===== config.mk =====
export PLATFORM = sky130hd
export DESIGN_NAME = fms_patch_packer
export DESIGN_NICKNAME = d
export VERILOG_FILES = /design/src/rtl/conv_pkg.sv /design/src/rtl/patch_strip_buffer.sv /design/src/rtl/fms_patch_packer.sv
export SDC_FILE = /design/constraint.sdc
export NUM_CORES = 1
export LEC_CHECK = 0
export ABC_AREA = 1
export BUFFER_PORTS_ARGS = -buffer_cell sky130_fd_sc_hd__buf_2
export CORE_ASPECT_RATIO = 1.5
export CORE_MARGIN = 10
export CORE_UTILIZATION = 40
export DETAILED_ROUTE_END_ITERATION = 12
export SLEW_MARGIN = 20
export SYNTH_ARGS = -nofsm -noshare
export SYNTH_HDL_FRONTEND = slang
export SYNTH_SLANG_ARGS = --single-unit

===== constraint.sdc =====
create_clock -name clk -period 1.93 [get_ports clk]
set_clock_uncertainty 0.1 [all_clocks]
set_input_delay 0.386 -clock clk [delete_from_list [all_inputs] [get_ports clk]]
set_output_delay 0.386 -clock clk [all_outputs]
set_load 0.005 [all_outputs]

===== src/rtl/conv_pkg.sv =====
// Shared conv-datapath definitions: pixel type, packer FSM states and the
// flat-patch packing rule used by both producer and consumer.
package conv_pkg;

   localparam int PIXEL_WIDTH = 8;

   typedef logic signed [PIXEL_WIDTH-1:0] pixel_t;

   typedef enum logic {
      FILL  = 1'b0,
      DRAIN = 1'b1
   } packer_state_e;

   // LSB position of patch element (r,c): row-major, (0,0) at bit 0.
   function automatic int patch_bit_lsb(input int r, input int c, input int p, input int idw);
      return (r * p + c) * idw;
   endfunction

endpackage


===== src/rtl/patch_strip_buffer.sv =====
// Strip storage, FMS_PATCH_SIZE rows by IMG_WIDTH columns, with a single
// raster write port and a combinational flat-patch read mux.
module patch_strip_buffer
   import conv_pkg::*;
#(
   parameter int P         = 4,
   parameter int IDW       = 8,
   parameter int IMG_WIDTH = 16,
   localparam int NP = IMG_WIDTH / P,
   localparam int CW = (NP > 1) ? $clog2(NP) : 1,
   localparam int XW = (IMG_WIDTH > 1) ? $clog2(IMG_WIDTH) : 1,
   localparam int YW = (P > 1) ? $clog2(P) : 1,
   localparam int PW = IDW * P * P
) (
   input  logic          clk,
   input  logic          clk_en,
   input  logic          wr_en,
   input  logic [YW-1:0] wr_row,
   input  logic [XW-1:0] wr_col,
   input  logic [IDW-1:0] wr_data,
   input  logic [CW-1:0] patch_cnt,
   output logic [PW-1:0] patch_data
);

   localparam int DEPTH = P * IMG_WIDTH;
   localparam int AW    = (DEPTH > 1) ? $clog2(DEPTH) : 1;

   logic [IDW-1:0] mem [DEPTH];
   logic [AW-1:0]  wr_addr;

   assign wr_addr = AW'(int'(wr_row) * IMG_WIDTH + int'(wr_col));

   // Pixel write, one per accepted raster beat.
   // NOTE: storage has no reset; every location is rewritten before a drain reads it.
   always_ff @(posedge clk) begin
      if (clk_en && wr_en) begin
         mem[wr_addr] <= wr_data;
      end
   end

   // Gather the P x P window starting at column patch_cnt*P into one flat vector.
   // NOTE: the default assignment first keeps this block free of inferred latches.
   always_comb begin
      patch_data = '0;
      for (int r = 0; r < P; r++) begin
         for (int c = 0; c < P; c++) begin
            patch_data[patch_bit_lsb(r, c, P, IDW) +: IDW] =
               mem[AW'(r * IMG_WIDTH + int'(patch_cnt) * P + c)];
         end
      end
   end

endmodule


===== src/rtl/fms_patch_packer.sv =====
// Raster-to-patch packer: fills a strip buffer from a pixel stream, then
// drains it left to right as flat P x P patches, one per enabled cycle.
module fms_patch_packer
   import conv_pkg::*;
#(
   parameter int FMS_PATCH_SIZE   = 4,
   parameter int INFMS_DATA_WIDTH = 8,
   parameter int IMG_WIDTH        = 16,
   parameter int IMG_HEIGHT       = 16,
   localparam int NP = IMG_WIDTH / FMS_PATCH_SIZE,
   localparam int NS = IMG_HEIGHT / FMS_PATCH_SIZE,
   localparam int CW = (NP > 1) ? $clog2(NP) : 1,
   localparam int RW = (NS > 1) ? $clog2(NS) : 1,
   localparam int PW = INFMS_DATA_WIDTH * FMS_PATCH_SIZE * FMS_PATCH_SIZE
) (
   input  logic                        clk,
   input  logic                        rst_n,
   input  logic                        clk_en,
   input  logic [INFMS_DATA_WIDTH-1:0] pix_data,
   input  logic                        pix_vld,
   output logic                        pix_rdy,
   output logic [PW-1:0]               infms_data,
   output logic                        infms_data_vld,
   output logic [CW-1:0]               patch_col,
   output logic [RW-1:0]               patch_row,
   output logic                        patch_last
);

   localparam int XW = (IMG_WIDTH > 1) ? $clog2(IMG_WIDTH) : 1;
   localparam int YW = (FMS_PATCH_SIZE > 1) ? $clog2(FMS_PATCH_SIZE) : 1;

   if (IMG_WIDTH % FMS_PATCH_SIZE != 0) begin : g_bad_width
      $error("IMG_WIDTH must be a multiple of FMS_PATCH_SIZE");
   end
   if (IMG_HEIGHT % FMS_PATCH_SIZE != 0) begin : g_bad_height
      $error("IMG_HEIGHT must be a multiple of FMS_PATCH_SIZE");
   end

   packer_state_e state, state_nxt;
   logic [XW-1:0] col_cnt;
   logic [YW-1:0] row_cnt;
   logic [CW-1:0] patch_cnt;
   logic [RW-1:0] strip_cnt;
   logic [PW-1:0] buf_patch;
   logic          accept, col_end, row_end, patch_end, strip_end, drain_step;

   assign accept     = pix_vld && pix_rdy;
   assign col_end    = (col_cnt == XW'(IMG_WIDTH - 1));
   assign row_end    = (row_cnt == YW'(FMS_PATCH_SIZE - 1));
   assign patch_end  = (patch_cnt == CW'(NP - 1));
   assign strip_end  = (strip_cnt == RW'(NS - 1));
   assign drain_step = clk_en && (state == DRAIN);

   patch_strip_buffer #(
      .P         (FMS_PATCH_SIZE),
      .IDW       (INFMS_DATA_WIDTH),
      .IMG_WIDTH (IMG_WIDTH)
   ) u_buf (
      .clk        (clk),
      .clk_en     (clk_en),
      .wr_en      (accept),
      .wr_row     (row_cnt),
      .wr_col     (col_cnt),
      .wr_data    (pix_data),
      .patch_cnt  (patch_cnt),
      .patch_data (buf_patch)
   );

   // State register, advanced only on enabled cycles.
   // NOTE: sequential state uses non-blocking assignments so every flop samples pre-edge values.
   always_ff @(posedge clk or negedge rst_n) begin
      if (!rst_n) begin
         state <= FILL;
      end else if (clk_en) begin
         state <= state_nxt;
      end
   end

   // Next state: last strip pixel starts the drain, last patch returns to fill.
   always_comb begin
      state_nxt = state;
      unique case (state)
         FILL:  if (accept && row_end && col_end) state_nxt = DRAIN;
         DRAIN: if (patch_end)                    state_nxt = FILL;
         default: state_nxt = FILL;
      endcase
   end

   // Outputs decoded from state: ready only while filling.
   always_comb begin
      pix_rdy = clk_en && (state == FILL);
   end

   // Raster write position inside the strip.
   always_ff @(posedge clk or negedge rst_n) begin
      if (!rst_n) begin
         col_cnt <= '0;
         row_cnt <= '0;
      end else if (accept) begin
         if (col_end) begin
            col_cnt <= '0;
            row_cnt <= row_end ? '0 : row_cnt + YW'(1);
         end else begin
            col_cnt <= col_cnt + XW'(1);
         end
      end
   end

   // Patch index within the strip and strip index within the frame.
   always_ff @(posedge clk or negedge rst_n) begin
      if (!rst_n) begin
         patch_cnt <= '0;
         strip_cnt <= '0;
      end else if (drain_step) begin
         if (patch_end) begin
            patch_cnt <= '0;
            strip_cnt <= strip_end ? '0 : strip_cnt + RW'(1);
         end else begin
            patch_cnt <= patch_cnt + CW'(1);
         end
      end
   end

   // Output registers: capture a patch per drain cycle, drop valid once filling resumes.
   always_ff @(posedge clk or negedge rst_n) begin
      if (!rst_n) begin
         infms_data     <= '0;
         infms_data_vld <= 1'b0;
         patch_col      <= '0;
         patch_row      <= '0;
         patch_last     <= 1'b0;
      end else if (drain_step) begin
         infms_data     <= buf_patch;
         infms_data_vld <= 1'b1;
         patch_col      <= patch_cnt;
         patch_row      <= strip_cnt;
         patch_last     <= patch_end && strip_end;
      end else if (clk_en) begin
         infms_data_vld <= 1'b0;
      end
   end

endmodule

# Word-level counts from Yosys, hierarchy flattened
# Memory sizes are Yosys's and may differ from the RTL's. A register that Yosys moved wholly into a read port is not among the register bits.
# Cells that the tools add are included.
totals:
  reg_bits: 17
  ram_bits: 512
  input_bits: 12
  output_inout_bits: 135
  n_memories: 1
op_classes:
  addsub: 20
  eq_ne: 4
  n_mux: 11
  n_bitwise: 1
  reduce_logical: 26
mem_list:
  columns: ["memory", "words", "width", "rd", "rd_ports_with_merged_regs", "write_ports", "line_no", "source"]
  rows:
  - ["u_buf.mem", 64, 8, 16, 16, 1, "patch_strip_buffer.sv:28", "logic [IDW-1:0] mem [DEPTH];"]
op_table:
  columns: ["cell", "n"]
  rows:
  - ["$add A6 B3 Y6 const B", 6]
  - ["$add A6 B2 Y6 const B", 3]
  - ["$logic_not A1 Y1", 16]
  - ["$add A6 B4 Y6 const A", 2]
  - ["$add A4 B2 Y5 const B", 2]
  - ["$logic_and A1 B1 Y1", 7]
  - ["$add A2 B1 Y2 const B", 3]
  - ["$add A5 B4 Y6 const A", 1]
  - ["$add A6 B4 Y6", 1]
  - ["$eq A2 B2 Y1 const B", 3]
  - ["$mux W1", 6]
  - ["$mux W2", 3]
  - ["$add A4 B1 Y5 const B", 1]
  - ["$add A4 B1 Y4 const B", 1]
  - ["$eq A4 B4 Y1 const B", 1]
  - ["$mux W4", 1]
  - ["$reduce_and A2 Y1", 2]
  - ["$pmux W1 S2", 1]
  - ["$reduce_bool A2 Y1", 1]
  - ["$not A1 Y1", 1]

# Depth between registers and ports, before layout
# Gate-level depths: netlist of run 1.
logic_depth:
  word_depth: 7
  ltp_mapped: 9
  ltp_nobuf: 6

# By module
# A second synthesis of run 1 with hierarchy kept.
unflattened:
  hier_cells: 2735
  area_unflattened_um2: 27629.0
by_module_without_submodules:
  columns: ["module", "n_inst", "cells_each", "area_per_inst_um2", "seq_area_each_um2"]
  rows:
  - ["patch_strip_buffer", 1, 2111, 22044.9, 15374.7]
  - ["fms_patch_packer", 1, 624, 5584.1, 3628.5]

# Least setup slack after synthesis of run 1
# OpenSTA, ideal clock, no wires.
synth_path:
  path_kind: "register to register"
  startpoint: "reg col_cnt[2]"
  endpoint: "mem u_buf.mem[15][0], enable pin"
  setup_time_ns: 0.370
  t_arrival_ns: 1.369
  t_required_ns: 1.460
  path_slack_ns: 0.091
  stages_incl_launch_ff: 5
  period_less_slack_ns: 1.839
  path_cell_list: "dfrtp_1 -> buf_2 -> nand3_1 -> or2_2 -> nor2_1"
synth_via:
  elab_chain_len: 1
synth_lines:
  columns: ["element", "line_no", "source"]
  rows:
  - ["start, declared", "fms_patch_packer.sv:40", "logic [XW-1:0] col_cnt;"]
  - ["start signal, assigned", "fms_patch_packer.sv:104", "col_cnt <= col_cnt + XW'(1);"]
  - ["$add A6 B4 Y6", "patch_strip_buffer.sv:31", "assign wr_addr = AW'(int'(wr_row) * IMG_WIDTH + int'(wr_col));"]
  - ["end, declared", "patch_strip_buffer.sv:28", null]
# Every way passes these cells.

# Worst setup path after layout of run 1
layout_path:
  startpoint: "reg state"
  endpoint: "out pix_rdy"
layout_via:
  elab_chain_len: 2
layout_lines:
  columns: ["element", "line_no", "source"]
  rows:
  - ["start, declared", "fms_patch_packer.sv:39", "packer_state_e state, state_nxt;"]
  - ["start signal, assigned", "fms_patch_packer.sv:75", "state <= state_nxt;"]
  - ["$not A1 Y1", "fms_patch_packer.sv:91", "pix_rdy = clk_en && (state == FILL);"]
  - ["$logic_and A1 B1 Y1", "fms_patch_packer.sv:91", null]
  - ["end, declared", "fms_patch_packer.sv:21", "output logic pix_rdy,"]
# Every way passes these cells.

==> impl_metrics.ini, run 1 <==
[run_status]
outcome = complete, no violations

[clocking]
numCtsBuffers = 58
cts.reportedPaths.clkPinSlew_ns = 0.07
clock_path_buffers = 3
h-tree-depth = 2
cts-root-buf = clkbuf_16
insertion_delay_ns = 0.61
cts_tree = yes
cts_num_sinks = 657

[placed_design]
place_congestion = 0.8420
dp.cells = 3374
hpwl_mm = 42.54
numPortBuffers = 146
placed_area_sq_um = 28950

[cells_and_area]
antenna_cells = 0
layout.nets = 2587
design_area_sq_um = 30960
area_delta_synth_final_pct = 18.28
fillers = 5741
drive_gt1_share_pct = 16.09
final_cells = 3486

[die]
die_h_um = 333.3
die_x_um = 228.9
core-area_sq_um = 64610
die_area_sq_um = 76280
ios = 147
core.rowCount = 114
initial_core_util_pct = 40.51

[global_routing]
overflow = 0
track_usage_pct = 17.55
grt_pass1_wl_mm = 103.9
grt_max_degree = 83
grt_pass1_vias = 17184
grt_antenna_before_repair = 1

[pwr]
p_sw_share_pct = 32.86
peakVddDrop_uv = 860.7
pwr-share-comb_pct = 28.1
netSwitchingPower_mw = 13.52
p_total_mw = 41.14
powerDensity_nw_per_um2 = 1329
p_leak_nw = 13.41
clock_power_share_pct = 28.8
power_frac_seq_pct = 43.2
internal_power_mw = 27.62

[detailed_routing]
vias = 16836
drt_iter0_markers = 1327
top_layer_used = met5
antenna_left = 0
drc = 0
detailroute.wirelength.met3_mm = 2.825
dr.pass1.iters = 5
wl_per_cell_um = 19.59
vias_per_cell = 4.830
finalWirelength_mm = 68.28
drt-met1-wl_mm = 27.74
dr_wl_met2_mm = 35.98

[timing]
rsz0062_at_grt = yes
hold_viol_final = 0
tightest_slew_ns = 0.4418
period_share_pct = 98.19
fmax_ghz = 0.5277
tns_ns = 0
setup_viol = 0
fin_crit_ns = 1.895
whs_ns = 0.09383
slew_headroom_pct = 70.55
slew_violations = 0

[synth]
synthTopCellsByArea = edfxtp_1, dfrtp_1, nand2_1
synth_cell_types = 25
ys_ff_latch = 657
synthTopCellsByCount = nand2_1, edfxtp_1, inv_1
ys_async_sr_fraction_pct = 22.07
yosysTopAreaCell = edfxtp_1
synth_seq_area_share_pct = 72.60
synth_most_common_cell = nand2_1
netlist_area_sq_um = 26170
synth_nets = 2345
synth_top_cell_area_share_pct = 58.74
ys_warn_count = 0
postSynthCellCount = 2326
syn_avg_cell_area_sq_um = 11.25
ys.flop_type = edfxtp_1
synth_edf_count = 512

[job]
cap_viol_max_count = 0

[critical_path]
r2r_slack_ns = 0.05
cp_max_fo = 4
crit_required_ns = 1.44
criticalPathCategory = flip-flop to output port
start_kind = flip-flop
crit_slowest_cell = dfrtp_1
crit_chain = inv_2 > buf_6 > nand2_4 > inv_2 > buf_6
crit_path_max_incr_delay_ns = 0.41
arrival_ns = 1.41
endpoint_kind = output port

[hold_path]
holdCritPathClass = input pin to async pin
## final cells by class
class	count	area, sq um	area share [%]
flip-flops and latches	657	19010	61.40
multi-input cells	1289	5654	18.26
repair buffers	290	2231	7.206
clock buffers	79	1632	5.270
well taps	870	1089	3.516
inverters	272	1026	3.314
clock inverters	29	320.3	1.035
## metal layers
layer / up-vias / track usage, %
met5: - / 0
met4: 2 / 5.450
met3: 93 / 2.252
met2: 401 / 32.18
met1: 8301 / 21.02
li1: 8039 / -
## logic make-up after synthesis
kind of cell	Yosys count	share of synthesized area, %
compound gates	78	2.146
buf+inv	380	5.932
fa+ha+maj	7	0.3346
simple gates	1203	18.95
flops	657	72.60
xor+xnor	1	0.03347
## cell usage in the layout, fill, tap and decap left out, types with 59 or more instances in the layout
cell,count
edfxtp_1,512
nand2_1,844
inv_1,266
dfrtp_1,143
clkbuf_16,59
o211ai_1,64
buf_2,144
nor2_1,78
nand3_1,201
buf_4,110
## timing repair
action / CTS / global route
gates resized for setup: 5 / 4
setup endpoints to repair: 1 / 60
setup buffers: 2 / 1
hold buffers: 1 / 0
endpoints found under the hold margin: 145 / 0
## stage by stage
step / setup WS (ns) / utilization [%]
after floorplan: 0.09064 / -
after global placement: 0.03645 / 44.81
after detailed placement: 0.005194 / 44.81
after CTS: 0.001972 / 47.89
after global routing: -0.02565 / 47.91
final: 0.03502 / 47.91
## final timing paths
check	start	to	cells after the start
max	state$_DFFE_PN0P_	pix_rdy	5
min	rst_n	infms_data[48]$_DFFE_PN0P_	2
max reg2reg	state$_DFFE_PN0P_	u_buf.mem[18][5]$_DFFE_PP_	7
min reg2reg	infms_data[92]$_DFFE_PN0P_	infms_data[92]$_DFFE_PN0P_	2
max in group asynchronous	rst_n	patch_cnt[0]$_DFFE_PN0P_	3
min in group clk	pix_vld	state$_DFFE_PN0P_	5
## sequential cells by signal, indices dropped and copies added (netlist names)
register        cells
patch_col           2
col_cnt             4
infms_data        128
infms_data_vld      1
patch_cnt           2
u_buf.mem         512
strip_cnt           2
row_cnt             2
state               1
patch_last          1
patch_row           2
## power by group through the flow
stage / logic, mW / clock network, mW / registers [mW]
finish: 11.5 / 11.8 / 17.8
global route: 12.9 / 12.6 / 18.0
CTS: 11.8 / 12.1 / 17.8
detailed placement: 11.7 / 0 / 18.1
global placement: 11.6 / 0 / 18.0
floorplan: 6.31 / 0 / 17.9
## critical path: cells and delay by family, from the launching register on
family	cells	cell delay [ns]
buffers and inverters	4	0.35
flip-flops	1	0.41
AND/OR/NAND/NOR	1	0.04
Power figures use the tool's default switching activity.
==> run 2: changes to the inputs <==
- PLACE_DENSITY_LB_ADDON: not set -> 0.08
- SETUP_SLACK_MARGIN: not set -> 0.5
- SYNTH_HIERARCHICAL: not set -> 1
==> impl_metrics.ini, run 2 <==
[synth]
yosysTopAreaCell = edfxtp_1
synth_seq_area_share_pct = 68.78
synth_edf_count = 512
postSynthCellCount = 2735
synth_top_cell_area_share_pct = 55.65
ys_async_sr_fraction_pct = 22.07
ys.flop_type = edfxtp_1
ys_ff_latch = 657
synth_nets = 2751
synthTopCellsByArea = edfxtp_1, nand2_1, dfrtp_1
synthTopCellsByCount = nand2_1, inv_1, edfxtp_1
synth_cell_types = 19
synth_most_common_cell = nand2_1
syn_avg_cell_area_sq_um = 10.10
netlist_area_sq_um = 27630
ys_warn_count = 6

[cells_and_area]
max_flop_register = u_buf/mem
final_common_cell = nand2_1
layout.nets = 3221
most-common-layout-cells = nand2_1, inv_1, edfxtp_1
top_regs = u_buf/mem: 512 flops, infms_data: 128 flops, col_cnt: 4 flops
drive_gt1_share_pct = 41.90
design_area_sq_um = 41150
largest_reg_flops = 512
utilization_pct = 59.81
area_delta_synth_final_pct = 48.93
antenna_cells = 0

[clocking]
insertion_delay_ns = 0.62
cts.reportedPaths.clkPinSlew_ns = 0.06
numCtsBuffers = 67
cts-root-buf = clkbuf_16
clock_path_buffers = 3
cts_tree = yes
cts_num_sinks = 657
h-tree-depth = 3

[critical_path]
criticalPathCategory = flip-flop to flip-flop
crit_chain = buf_12 > inv_12 > buf_12 > buf_12 > buf_12 > buf_12 > buf_16 > nand2_4 > nand3_2 > nand2_2 > nand2_2 > nand2_1
start_kind = flip-flop
endpoint_kind = flip-flop
cp_max_fo = 6
crit_path_max_incr_delay_ns = 0.50
arrival_ns = 2.23
crit_slowest_cell = dfrtp_4
cp_common_cell = buf_12
crit_required_ns = 2.33

[global_routing]
grt_antenna_before_repair = 0
track_usage_pct = 22.51
overflow = 0
grt_max_degree = 73
grt_pass1_wl_mm = 134.4
grt_pass1_vias = 21299

[die]
die_x_um = 234.6
core-area_sq_um = 68800
core.rowCount = 118
initial_core_util_pct = 40.16
ios = 147
die_h_um = 341.9
die_area_sq_um = 80200

[placed_design]
place_ws_ns = 0.008477
place_congestion = 0.8385
numPortBuffers = 146
placed_area_sq_um = 30510
hpwl_mm = 47.47

[timing]
tightest_slew_ns = 0.6365
fmax_ghz = 0.5445
fin_crit_ns = 1.836
tns_ns = 0
slew_violations = 0
slew_headroom_pct = 57.57
setup_ws_ns = 0.09361
setup_viol = 0
rsz0062_at_grt = yes
period_share_pct = 95.15
hold_viol_final = 0

[detailed_routing]
vias = 20436
vias_per_cell = 4.915
drc = 0
wl_per_cell_um = 21.88
dr_wl_met2_mm = 47.46
finalWirelength_mm = 90.96
drt-met1-wl_mm = 36.45
dr.pass1.iters = 7
top_layer_used = met4
detailroute.wirelength.met3_mm = 4.102
drt_iter0_markers = 1343
antenna_left = 0

[pwr]
powerDensity_nw_per_um2 = 740.9
p_leak_nw = 19.70
peakVddDrop_uv = 649.1

[job]
cap_viol_max_count = 0

[run_status]
outcome = complete, no violations

[hold_path]
holdCritPathClass = input pin to flip-flop
run 2: metrics by stage:
stage	total power, mW	instances	hold slack [ns]
finish	30.49	4158	0.1114
global route	31.49	4158	0.1219
CTS	30.65	4111	0.07514
detailed placement	17.13	3795	0.1873
global placement	17.13	3795	0.1821
floorplan	16.22	2735	-0.009591
run 2: cells by family after synthesis:
group	share of synthesized area (%)
adders and majority gates	0.1812
DFF	68.78
AOI/OAI and AO/OA	0.1947
buffers and inverters	10.33
and+or+nand+nor	20.49
xor gates and xnor gates	0.03171
run 2: final timing paths:
kind / from / end / slack (ns) / cells after the start
max: patch_cnt[0]$_DFFE_PN0P_ / infms_data[78]$_DFFE_PN0P_ / 0.09 / 12
min: pix_vld / state$_DFFE_PN0P_ / 0.11 / 5
max reg2reg: patch_cnt[0]$_DFFE_PN0P_ / infms_data[78]$_DFFE_PN0P_ / 0.09 / 12
min reg2reg: infms_data[112]$_DFFE_PN0P_ / infms_data[112]$_DFFE_PN0P_ / 0.37 / 2
max in group asynchronous: rst_n / infms_data[18]$_DFFE_PN0P_ / 0.98 / 3
min in group asynchronous: rst_n / infms_data[43]$_DFFE_PN0P_ / 0.12 / 2
run 2: area by class of cell:
type	instances	area, sq um
Clock inverter	25	245.2
Sequential cell	657	19010
Inverter	534	2046
Clock buffer	97	1958
Fill cell	5556	27650
Timing Repair inverter	1	16.27
Multi-Input combinational cell	1429	9940
Tap cell	900	1126
Timing Repair Buffer	515	6803
run 2: layer usage:
layer,vias to the layer above,global-route usage (%)
met5,-,0
met4,0,7.842
met3,160,2.941
met2,582,39.82
met1,10231,27.56
li1,9463,-
run 2: worst max-delay path, delay by kind of cell (launching register included):
kind	cells	cell delay [ns]
AND/OR/NAND/NOR	5	0.33
buffers and inverters	7	0.79
flip-flops	1	0.50
run 2: repair_timing:
item | CTS | global route
pin swaps | 311 | 255
endpoints found under the setup margin | 782 | 784
cloned | 81 | 1
hold buffers | 1 | 0
buffers inserted | 112 | 46
resized for setup | 862 | 353
hold endpoints to repair | 145 | 0
run 2: where the power goes:
part           switching, mW  internal, mW
Sequential             0.104          15.4
Clock                   5.49          7.73
Combinational           1.24         0.533
==> run 3: changes to the inputs <==
- CORE_ASPECT_RATIO: 1.5 -> 0.75
- SKIP_CTS_REPAIR_TIMING: not set -> 1
==> impl_metrics.ini, run 3 (synthesis results as in run 2) <==
[die]
die_area_sq_um = 80090
initial_core_util_pct = 40.37
die_h_um = 247.6
core.rowCount = 83
core-area_sq_um = 68440
die_x_um = 323.5
ios = 147

[clocking]
cts.reportedPaths.clkPinSlew_ns = 0.06
cts_tree = yes
cts_num_sinks = 657
numCtsBuffers = 70
cts-root-buf = clkbuf_16
clock_path_buffers = 3
insertion_delay_ns = 0.61
h-tree-depth = 3

[critical_path]
crit_path_max_incr_delay_ns = 0.39
r2r_slack_ns = 0.06
start_kind = flip-flop
endpoint_kind = output port
crit_chain = inv_2 > buf_6 > nand2_4 > inv_4 > buf_6
r2r-start = state$_DFFE_PN0P_
criticalPathCategory = flip-flop to output port
crit_slowest_cell = dfrtp_1
cp_max_fo = 2
arrival_ns = 1.42
crit_required_ns = 1.44
cp-startpoint = state$_DFFE_PN0P_
cp_common_cell = buf_6

[job]
cap_viol_max_count = 0

[placed_design]
place_congestion = 0.7975
dp.cells = 3788
place_ws_ns = -0.02450
numPortBuffers = 146
hpwl_mm = 44.08
placed_area_sq_um = 30450

[timing]
rsz0062_at_grt = yes
whs_ns = 0.07659
period_share_pct = 98.89
fmax_ghz = 0.5240
tns_ns = 0
slew_headroom_pct = 64.13
setup_viol = 0
slew_violations = 0
setup_ws_ns = 0.02151
fin_crit_ns = 1.908
hold_viol_final = 0
tightest_slew_ns = 0.5380

[detailed_routing]
vias = 18761
drt_iter0_markers = 1330
antenna_left = 0
finalWirelength_mm = 74.10
wl_per_cell_um = 18.73
drc = 0
vias_per_cell = 4.741
dr.pass1.iters = 5

[cells_and_area]
design_area_sq_um = 34130
area_delta_synth_final_pct = 23.54
top_regs = u_buf/mem: 512 flops, infms_data: 128 flops, col_cnt: 4 flops
final_common_cell = nand2_1
layout.nets = 3030
drive_gt1_share_pct = 17.26
max_flop_register = u_buf/mem
antenna_cells = 0
final_cells = 3957
most-common-layout-cells = nand2_1, inv_1, edfxtp_1
largest_reg_flops = 512

[global_routing]
track_usage_pct = 17.43
grt_pass1_vias = 18059
overflow = 0
grt_antenna_before_repair = 0
grt_pass1_wl_mm = 107.1
grt_max_degree = 89

[pwr]
powerDensity_nw_per_um2 = 893.0
peakVddDrop_uv = 671.4
p_leak_nw = 16.13

[hold_path]
min_from = pix_data[5]
holdCritPathClass = input pin to flip-flop

[run_status]
outcome = complete, no violations
[run 3: changes by cell type in the layout (fill, tap and decap cells not counted), moves of 78 or more]
cell	previous run	this run
nand2_1	616	1038
nand2_4	221	9
nand3_1	46	257
nand2_2	219	10
nand3_2	190	3
buf_16	86	8
[run 3: metrics by stage]
step | power (mW) | utilization [%]
after CTS | 30.65 | 47.83
after global placement | 17.09 | 44.50
after global routing | 31.53 | 49.88
after detailed placement | 17.08 | 44.50
final | 30.48 | 49.88
after floorplan | 16.22 | -
[run 3: layout make-up]
class | instances | area [sq um]
multi-input combinational | 1429 | 6441
tap | 892 | 1116
inverter | 534 | 2048
clock inverter | 30 | 359.1
fill | 6228 | 34300
clock buffer | 93 | 1921
sequential | 657 | 19010
timing repair buffer | 320 | 3209
timing repair inverter | 2 | 25.02
[run 3: final timing paths]
| kind | endpoint | depth (start not counted) |
|---|---|---|
| max in group asynchronous | infms_data[89]$_DFFE_PN0P_ | 3 |
| worst min register to register | infms_data[47]$_DFFE_PN0P_ | 2 |
| worst max register to register | u_buf/mem[20][3]$_DFFE_PP_ | 9 |
| min in group asynchronous | infms_data[78]$_DFFE_PN0P_ | 2 |
| worst max-delay path | pix_rdy | 5 |
| worst min-delay path | u_buf/mem[15][5]$_DFFE_PP_ | 1 |
[run 3: per-layer routing]
layer | up-vias | GRT usage, % | routed length, um
li1 | 9053 | - | -
met1 | 9172 | 24.99 | 34650
met2 | 447 | 27.47 | 34050
met3 | 89 | 3.141 | 4235
met4 | 0 | 3.777 | 1168
met5 | - | 0 | 0
[run 3: where the power goes]
group	switching [mW]	total, mW	internal [mW]
registers	0.0963	15.5	15.4
logic	1.06	1.45	0.387
clock network	5.49	13.6	8.06
[run 3: critical path: cells and delay by family (launching register included)]
kind / cells / cell delay [ns]
simple gates: 1 / 0.06
flops: 1 / 0.39
buf+inv: 4 / 0.36
